File: config.mk
export PLATFORM = sky130hd
export DESIGN_NAME = sap_out_serializer
export DESIGN_NICKNAME = d
export VERILOG_FILES = /design/src/rtl/sap_out_serializer.sv
export SDC_FILE = /design/constraint.sdc
export NUM_CORES = 1
export LEC_CHECK = 0
export ABC_AREA = 1
export ABC_CLOCK_PERIOD_IN_PS = 6300
export CORE_MARGIN = 2
export CORE_UTILIZATION = 40
export CTS_CLUSTER_SIZE = 14
export DETAILED_ROUTE_END_ITERATION = 8
export SLEW_MARGIN = 30
export SYNTH_ARGS = -nofsm -noshare
export SYNTH_HDL_FRONTEND = slang
export SYNTH_SLANG_ARGS = --single-unit
File: constraint.sdc
create_clock -name clk -period 6.3 [get_ports clk]
set_clock_uncertainty 0.05 [all_clocks]
set_input_delay 1.26 -clock clk [delete_from_list [all_inputs] [get_ports clk]]
set_output_delay 1.26 -clock clk [all_outputs]
set_load 0.02 [all_outputs]
File: src/rtl/sap_out_serializer.sv
// sap_out_serializer: buffers every LO-strobed OUT value in a FIFO and ships each one
// as an async serial frame (start, 9 data bits LSB-first, stop) on TX.
module sap_out_serializer #(
   parameter int CLKS_PER_BIT = 4,
   parameter int DEPTH        = 4
) (
   input  logic                     clk,
   input  logic                     rst,
   input  logic                     LO,
   input  logic [8:0]               OUT_IN,
   input  logic                     CLR_OVF,
   output logic                     TX,
   output logic                     BUSY,
   output logic                     EMPTY,
   output logic                     FULL,
   output logic [$clog2(DEPTH):0]   COUNT,
   output logic                     OVF
);
   localparam int PW  = $clog2(DEPTH);
   localparam int CNW = PW + 1;
   localparam int CW  = $clog2(CLKS_PER_BIT);
   typedef enum logic [1:0] {IDLE, START, DATA, STOP} state_t;
   state_t        state;
   logic [CW-1:0] cnt;
   logic [3:0]    bit_idx;
   logic [8:0]    shift;
   logic [8:0]    mem [DEPTH];
   logic [PW-1:0] rd_ptr, wr_ptr;
   logic          pop, wr, accept, bit_end;
   assign pop     = (state == IDLE) && !EMPTY;
   assign wr      = !LO;
   // a pop at the same edge frees a slot, so a write into a full FIFO still lands
   assign accept  = wr && (!FULL || pop);
   assign bit_end = cnt == CW'(CLKS_PER_BIT - 1);
   assign EMPTY   = COUNT == '0;
   assign FULL    = COUNT == CNW'(DEPTH);
   always_ff @(posedge clk)
      if (accept) mem[wr_ptr] <= OUT_IN;
   always_ff @(posedge clk or negedge rst)
      if (!rst) begin
         state   <= IDLE;
         cnt     <= '0;
         bit_idx <= '0;
         shift   <= '0;
         rd_ptr  <= '0;
         wr_ptr  <= '0;
         COUNT   <= '0;
         OVF     <= 1'b0;
         TX      <= 1'b1;
         BUSY    <= 1'b0;
      end else begin
         wr_ptr <= accept ? wr_ptr + PW'(1) : wr_ptr;
         rd_ptr <= pop ? rd_ptr + PW'(1) : rd_ptr;
         COUNT  <= COUNT + CNW'(accept) - CNW'(pop);
         OVF    <= (wr && !accept) || (OVF && !CLR_OVF);
         cnt    <= (state == IDLE || bit_end) ? '0 : cnt + CW'(1);
         case (state)
            IDLE:
               if (pop) begin
                  state <= START;
                  shift <= mem[rd_ptr];
                  TX    <= 1'b0;
                  BUSY  <= 1'b1;
               end
            START:
               if (bit_end) begin
                  state   <= DATA;
                  bit_idx <= '0;
                  TX      <= shift[0];
               end
            DATA:
               if (bit_end) begin
                  if (bit_idx == 4'd8) begin
                     state <= STOP;
                     TX    <= 1'b1;
                  end else begin
                     bit_idx <= bit_idx + 4'd1;
                     shift   <= shift >> 1;
                     TX      <= shift[1];
                  end
               end
            STOP:
               if (bit_end) begin
                  state <= IDLE;
                  BUSY  <= 1'b0;
               end
            default: state <= IDLE;
         endcase
      end
endmodule

==> summary.md, run 1 <==
| Metric | Value |
|---|---|
| Post-synth net total | `320` |
| Initial DRC Count | `99` |
| Setup CP Type | `flop to output port` |
| Setup WS pre-CTS | `3.22 ns` |
| Crit path launch | `COUNT[1]$_DFF_PN0_` |
| # DRC | `0` |
| Post-route insts no fill | `423` |
| # hold bufs at CTS | `0` |
| First-pass GRT wire length | `9070 um` |
| Starting density of the core | `40.7%` |
| Pwr dens | `487 nW/um^2` |
| Proportion of layout cells with a drive suffix above 1 | `8.95%` |
| Vias | `1,923` |
| Total grt overflow | `0` |
| Input/output buffers | `20` |
| Final Util | `47.9%` |
| Initial antenna violation count | `0` |
| Status | `complete, no violations` |
| CTS tree | `built` |
| Vias in the first global route | `1,898` |
| Startpoint Class | `flop` |
| Hold_sp | `cnt[0]$_DFF_PN0_` |
| Die height | `89.4 um` |
| HPWL Detailed | `3700 um` |
| Max-cap violation count | `0` |
| Worst Hold Class | `flop to flop` |
| Pins Over Slew Limit | `0` |
| Reg2reg start | `state[0]$_DFFE_PN0P_` |
| Setup TNS | `0 ns` |
| Crit path capture type | `output port` |
| Setup Buffers After CTS | `0` |
| VDD IR max | `184 uV` |
| Min cycle time layout | `3.01 ns` |
| RSZ-0062 raised after global routing | `no` |
| Area growth from synthesis to final layout | `17.8%` |
| Num rows | `31` |
| Slew HR | `50.3%` |
| Routed wire length per instance | `12.6 um` |
| Fmax | `0.332 GHz` |
| WHS | `0.391 ns` |
| Clock slew at reported path FFs | `0.07 ns` |
| Clk_lat worst skew | `0.34 ns` |
| Post_cts resized | `0` |
| H-Tree Depth | `3` |
| Final hold vios | `0` |
| Die Width | `89.4 um` |
| Setup WS post-layout | `3.29 ns` |
| Die Footprint | `7990 um^2` |
| Register area share after synthesis | `60.2%` |
| Cells after synthesis | `293` |
| Worst path arrival time | `1.70 ns` |
| YS warnings | `0` |
| I/O Pins | `21` |
| Final WL | `5340 um` |
| Largest net degree at the start of global routing | `28` |
| Vias per cell | `4.55` |
| Crit path max fanout | `4` |
| DR pass1 iterations | `4` |
| Slew @ Worst Pin | `0.743 ns` |
| Total Nets Final | `346` |
| Placer congestion estimate | `0.790` |
| Setup violations, final | `0` |
| Placed Cells | `407` |
| Clock buffer depth | `2` |
| Clock Tree Root | `clkbuf_8` |
| Routed Antenna Nets | `0` |
| Core area | `7180 um^2` |
| Synthesized area per cell | `9.96 um^2` |
| Antenna Cells | `0` |
| Fin crit share | `47.8%` |
| Num CTS Buffers | `9` |
| Post-Syn Area | `2920 um^2` |
| Req. time, crit path | `4.99 ns` |
| Leak pwr | `1.52 nW` |
| Post-synthesis register bit count | `63` |
| Clk sink count | `63` |
| Most frequent cells in the layout | `102 x nand2_1, 36 x edfxtp_1, 32 x nand3_1` |
| Distinct cells, synth | `27` |
| Tot GR Track Use | `15.4%` |
| Most common cell after layout, fill and taps aside | `nand2_1` |
[critical path, stage by stage (launching register included)]
cell and delay [ns]:
dfrtp_1 0.44, inv_2 0.11, nand2_1 0.07, nor2_1 0.13, clkdlybuf4s50_1 0.62
[final cells by class]
cell class | count | area, um^2
multi-input combinational | 189 | 992
clock inverter | 7 | 97.6
sequential | 63 | 1760
inverter | 35 | 134
tap | 99 | 124
timing repair buffer | 21 | 208
clock buffer | 9 | 124
fill | 682 | 3740
[synth_stat cells]
cell type  instances  area, um^2
fa_1               1        20.0
nand3_4            1        17.5
nor3_1             1        5.00
nand3_1           32         160
ha_1              13         163
clkbuf_1           1        3.75
dfrtp_1           26         651
nand2_2            1        6.26
edfxtp_1          36        1080
or2_2              2        12.5
nand2_1          102         383
buf_2              3        15.0
inv_1             30         113
nor2_1            11        41.3
buf_4              2        15.0
o21ai_2            1        8.76
dfstp_2            1        26.3
o22ai_1            2        12.5
o21ai_0            8        40.0
inv_4              1        6.26
clkinv_1           1        3.75
nor3b_1            1        7.51
xor2_1             4        35.0
nand4_1            2        12.5
nand4_4            2        42.5
inv_2              3        11.3
a21oi_1            5        25.0
[report_power, final]
group | switching (mW) | total (mW) | leakage, nW | internal [mW]
sequential | 0.0833 | 0.652 | 0.653 | 0.569
clock | 0.162 | 0.385 | 0.105 | 0.223
combinational | 0.404 | 0.637 | 0.765 | 0.233
[cell families (layout without fill, tap and decap cells)]
family | count (synthesis) | after routing | share of synthesized area [%]
buffers and inverters | 41 | 72 | 5.75
AOI/OAI and AO/OA | 16 | 16 | 2.96
DFF | 63 | 63 | 60.2
xor gates and xnor gates | 4 | 4 | 1.20
and+or+nand+nor | 155 | 155 | 23.6
adders and majority gates | 14 | 14 | 6.26
[registers in the layout (all words and copies together) (netlist names)]
| signal | flops |
|---|---|
| OVF | 1 |
| cnt | 2 |
| TX | 1 |
| rd_ptr | 2 |
| shift | 9 |
| mem | 36 |
| state | 2 |
| BUSY | 1 |
| bit_idx | 4 |
| COUNT | 3 |
| wr_ptr | 2 |
[metrics by stage]
| step | power (mW) | instance area [um^2] |
|---|---|---|
| floorplan | 1.13 | 2920 |
| global placement | 1.29 | 3220 |
| detailed placement | 1.31 | 3220 |
| CTS | 1.70 | 3440 |
| global route | 1.83 | 3440 |
| finish | 1.67 | 3440 |
[worst paths after layout]
check,slack (ns),to,depth (start not counted)
worst max-delay path,3.29,FULL,4
worst min-delay path,0.39,cnt[0]$_DFF_PN0_,1
worst max register to register,3.97,COUNT[2]$_DFF_PN0_,10
worst min register to register,0.39,cnt[0]$_DFF_PN0_,1
max in group asynchronous,4.64,TX$_DFFE_PN1P_,2
min in group asynchronous,1.25,shift[4]$_DFFE_PN0P_,2
[per-layer routing]
layer  vias up  share of wire [%]  wire length (um)  GRT usage [%]
met5         -                  0                 0              0
met4         0                2.3               124           7.46
met3        11                2.6               140           3.60
met2        25                 44              2350           22.5
met1       879                 51              2730           21.5
li1       1008                  -                 -              -
(Power assumes the default switching activity.)
==> inputs of run 2 (changes only) <==
--- a/config.mk
+++ b/config.mk
@@ -6,7 +6,7 @@
 export NUM_CORES = 1
 export LEC_CHECK = 0
 export ABC_AREA = 1
-export ABC_CLOCK_PERIOD_IN_PS = 6300
+export ABC_CLOCK_PERIOD_IN_PS = 2700
 export CORE_MARGIN = 2
 export CORE_UTILIZATION = 40
 export CTS_CLUSTER_SIZE = 14
==> constraint.sdc (replaced) <==
create_clock -name clk -period 2.7 [get_ports clk]
set_clock_uncertainty 0.05 [all_clocks]
set_input_delay 0.54 -clock clk [delete_from_list [all_inputs] [get_ports clk]]
set_output_delay 0.54 -clock clk [all_outputs]
set_load 0.02 [all_outputs]
==> summary.md, run 2 (synthesized netlist as in run 1, its figures left out) <==
| Metric | Value |
|---|---|
| # hold bufs at CTS | `0` |
| CTS tree | `built` |
| Clk_lat worst skew | `0.34 ns` |
| Worst Hold Class | `flop to flop` |
| Hold Path End | `cnt[0]$_DFF_PN0_` |
| Leak pwr | `1.57 nW` |
| Slew @ Worst Pin | `0.698 ns` |
| Final hold vios | `0` |
| Proportion of layout cells with a drive suffix above 1 | `11.7%` |
| Max Used Layer | `met4` |
| RSZ-0062 raised after global routing | `no` |
| Die height | `89.4 um` |
| Largest register FFs | `36` |
| Vias per cell | `4.66` |
| Crit path capture type | `output port` |
| Fillers | `674` |
| WHS Path Cells | `1` |
| Area growth from synthesis to final layout | `20.4%` |
| Worst Reg2Reg Path Length in Cells | `10` |
| Reg power frac | `37.4%` |
| Num CTS Buffers | `9` |
| Setup TNS | `0 ns` |
| Reg2reg start | `state[0]$_DFFE_PN0P_` |
| Fin crit share | `85.8%` |
| Placer congestion estimate | `0.767` |
| Clock Tree Root | `clkbuf_8` |
| Fmax | `0.432 GHz` |
| Slew HR | `53.5%` |
| Clk sink count | `63` |
| Min cycle time layout | `2.32 ns` |
| Pins Over Slew Limit | `0` |
| Vias in the first global route | `1,902` |
| I/O Pins | `21` |
| Clock share of power | `22.4%` |
| Net switching power | `1.56 mW` |
| Starting density of the core | `40.7%` |
| Final WL | `5550 um` |
| Met2 wire length | `2690 um` |
| Pwr dens | `1150 nW/um^2` |
| Total grt overflow | `0` |
| Placed Cells | `417` |
| Switching power as a share of total power | `38.8%` |
| R2R Path End | `COUNT[2]$_DFF_PN0_` |
| Most common cell after layout, fill and taps aside | `nand2_1` |
| Largest registers | `mem (36), shift (9), bit_idx (4)` |
| Metal-1 WL | `2600 um` |
| Reg area | `1760 um^2` |
| Initial antenna violation count | `0` |
| Largest net degree at the start of global routing | `28` |
| # DRC | `0` |
| Clock slew at reported path FFs | `0.07 ns` |
| Input/output buffers | `20` |
| First-pass GRT wire length | `9080 um` |
| Die Footprint | `7990 um^2` |
| Internal power | `2.46 mW` |
| Most frequent cells in the layout | `102 x nand2_1, 36 x edfxtp_1, 32 x nand3_1` |
| Total Nets Final | `356` |
| Reg2reg setup slack | `0.56 ns` |
| Initial DRC Count | `93` |
| Routed wire length per instance | `12.8 um` |
| Routed Antenna Nets | `0` |
| Gate power share | `40.2%` |
| Req. time, crit path | `2.11 ns` |
| Crit path max fanout | `4` |
| Vias | `2,017` |
| Num rows | `31` |
| Startpoint Class | `flop` |
| Setup violations, final | `0` |
| Area of the multi-input gates | `992 um^2` |
| Met3 routed WL | `141 um` |
| Antenna Cells | `0` |
| Setup CP Type | `flop to output port` |
| Worst path arrival time | `1.73 ns` |
| DR pass1 iterations | `4` |
| Largest register by flop count | `mem` |
| H-Tree Depth | `3` |
| Die Width | `89.4 um` |
| Post_cts resized | `0` |
| Status | `complete, no violations` |
| VDD IR max | `468 uV` |
| Clock buffer depth | `2` |
| Tot GR Track Use | `15.6%` |
| HPWL Detailed | `3670 um` |
| Setup Buffers After CTS | `0` |
| Hold_sp | `cnt[0]$_DFF_PN0_` |
| Post-route insts no fill | `433` |
| Core area | `7180 um^2` |
| Max-cap violation count | `0` |
## run 2: worst max path at each step
stage	cells after the start	from	end	slack, ns
after global placement	8	LO	COUNT[2]$_DFF_PN0_	0.39
after global routing	4	COUNT[0]$_DFF_PN0_	EMPTY	0.26
after detailed placement	8	LO	COUNT[2]$_DFF_PN0_	0.32
final	4	COUNT[1]$_DFF_PN0_	FULL	0.38
after floorplan	10	COUNT[1]$_DFF_PN0_	COUNT[2]$_DFF_PN0_	0.35
after CTS	4	COUNT[1]$_DFF_PN0_	FULL	0.37
## run 2: final cells by class
| type | instances | area share, % |
|---|---|---|
| Clock inverter | 7 | 2.78 |
| Clock buffer | 9 | 3.53 |
| Multi-Input combinational cell | 189 | 28.3 |
| Inverter | 35 | 3.81 |
| Tap cell | 99 | 3.53 |
| Timing Repair Buffer | 31 | 8.05 |
| Sequential cell | 63 | 50.1 |
## run 2: metrics by stage
stage               setup slack [ns]  total power [mW]  cell area [um^2]  hold WS (ns)  util (%)
detailed placement             0.320              3.16              3290         0.392      45.9
global route                   0.264              4.37              3510         0.422      48.9
CTS                            0.369              4.08              3510         0.402      48.9
global placement               0.391              3.13              3290         0.381      45.9
floorplan                      0.350              2.63              2920         0.194         -
finish                         0.384              4.02              3510         0.396      48.9
## run 2: power groups by stage
stage / combinational [mW] / clock (mW) / sequential (mW)
floorplan: 1.13 / 0 / 1.50
global placement: 1.61 / 0 / 1.51
detailed placement: 1.63 / 0 / 1.53
CTS: 1.65 / 0.922 / 1.50
global route: 1.86 / 0.970 / 1.54
finish: 1.62 / 0.901 / 1.50
## run 2: worst max-delay path, stage by stage (launching register included)
cell,delay (ns)
dfrtp_1,0.44
inv_2,0.11
nand2_1,0.07
nor2_1,0.14
clkdlybuf4s50_1,0.62
## run 2: metal layers
metal  vias up  global-route usage [%]
met5         -                       0
met4         0                    7.73
met3         9                    3.88
met2        24                    25.3
met1       954                    19.5
li1       1030                       -
==> edit, RTL diff (config.mk and constraints of run 2) <==
`DEPTH`: 4 -> 8.
--- a/src/rtl/sap_out_serializer.sv
+++ b/src/rtl/sap_out_serializer.sv
@@ -2,7 +2,7 @@
 // as an async serial frame (start, 9 data bits LSB-first, stop) on TX.
 module sap_out_serializer #(
    parameter int CLKS_PER_BIT = 4,
-   parameter int DEPTH        = 4
+   parameter int DEPTH        = 8
 ) (
    input  logic                     clk,
    input  logic                     rst,
Interface: changed (resized COUNT); port bits go from 21 to 22. No check against the original RTL was run, so the function may have changed too.
==> edit against run 2 <==
Maximum frequency down 6.8%; via count up 43%; cell count up 38%; power up 39%; first-iteration DRC count up 110%; setup slack worse by 0.17 ns; sequential cell count up 39; wire length up 61%; global-route usage down 0.20 points; cell area up 48%; clock power up 34%; area after synthesis up 56%; critical path type unchanged; largest cell class unchanged; largest power group is now registers.
==> edit: results <==
group,metric,value,unit
run_status,status,"finished clean",
yosys,synth_area_leaders,"edfxtp_1, dfrtp_1, nand2_1",
yosys,synth_xor_xnor_area_share,1.35,%
sta,max_slew.worst_pin.slew,0.474,ns
clock_tree,cts.repair.resized,0,
grt,grt_usage,15.4,%
finish,nFillCells,990,
routing,viasPerCell,4.82,
yosys,synth_commonest_cells,"nand2_1, edfxtp_1, nand3_1",
yosys,synth-compound-area-share,1.87,%
yosys,synth-edff-count,72,
clock_tree,clk_path_buf_depth,2,
routing,routed_wl,8.95,mm
hold_path,hold_path_class,"flip-flop to flip-flop",
grt,first_global_vias,2842,
clock_tree,cts_buffers,9,
finish,nets,483,
worst_setup_path,crit_family,"buffers and inverters",
placed_design,dpl.cell_count,582,
placed_design,place_hpwl,5.56,mm
worst_setup_path,crit_slowest_cell,"clkdlybuf4s50_1",
worst_setup_path,cp.arrival,1.90,ns
placed_design,port_buffers,21,
placed_design,placed_area,4910,sq um
sta,tns,0,ns
yosys,synthAdderAreaFrac,4.85,%
finish,layout-drive-gt1-share,9.39,%
clock_tree,cts_setup_buffers,0,
yosys,syn-num-nets,452,
pwr,ir_worst_vdd,0.468,mV
pwr,leakage,2.14,nW
finish,diodes,0,
finish,top_regs,"mem: 72 flops, shift: 9 flops",
placed_design,place_congestion,0.755,
routing,drt_iter0_markers,196,
routing,wire_per_inst,15.0,microns
yosys,ys_async_sr_fraction,29.4,%
worst_setup_path,crit_fanout,3,
yosys,yosys_most_used_dff,"edfxtp_1",
routing,dr.pass1.iters,4,
yosys,synth.yosys.seq_area_share,64.2,%
grt,grt_pass1_wl,14.7,mm
grt,antenna_found_initial,0,
grt,grt_max_degree,38,
placed_design,dpl_worst_slack,0.441,ns
worst_setup_path,max_stage_delay,0.66,ns
yosys,synthCells,422,
clock_tree,cts_root_buffer,"clkbuf_16",
yosys,ys_types,32,
edit: cell count changes after synthesis, moves of 4 or more:
cell / change
a21oi_1: -4
nor2_1: +20
inv_1: -12
buf_6: +6
edfxtp_1: +36
nand3_1: +38
nand2_1: +25
edit: cell families (layout without fill, tap and decap cells):
group                      after synthesis  in the layout
and+or+nand+nor                        243            243
adders and majority gates               17             17
DFF                                    102            102
buffers and inverters                   37             73
AOI/OAI and AO/OA                       16             16
xor gates and xnor gates                 7              7
edit: worst paths after layout:
check	start	to	slack (ns)	depth (start not counted)
worst max-delay path	COUNT[2]	FULL	0.21	4
worst min-delay path	cnt[0]	cnt[0]	0.39	1
worst max register to register	state[0]	COUNT[2]	0.45	9
worst min register to register	cnt[0]	cnt[0]	0.39	1
max in group asynchronous	rst	TX	1.73	2
min in group asynchronous	rst	cnt[0]	0.56	2
edit: final cells by class:
| class | instances | area (sq um) | area share, % |
|---|---|---|---|
| clock inverters | 5 | 41.3 | 0.795 |
| inverters | 23 | 88.8 | 1.71 |
| multi-input cells | 283 | 1430 | 27.4 |
| flip-flops and latches | 102 | 2910 | 56.1 |
| well taps | 140 | 175 | 3.37 |
| repair buffers | 34 | 308 | 5.92 |
| clock buffers | 11 | 243 | 4.67 |
edit: per-layer routing:
metal	up-vias	GRT usage (%)	wire length, microns
met5	-	0	0
li1	1483	-	-
met4	0	5.08	85
met1	1349	20.0	4060
met2	42	25.8	4510
met3	6	3.29	292
edit: report_power, final:
group | switching (mW) | total, mW | internal (mW)
Sequential | 0.188 | 2.24 | 2.05
Combinational | 1.37 | 2.12 | 0.748
Clock | 0.553 | 1.21 | 0.659
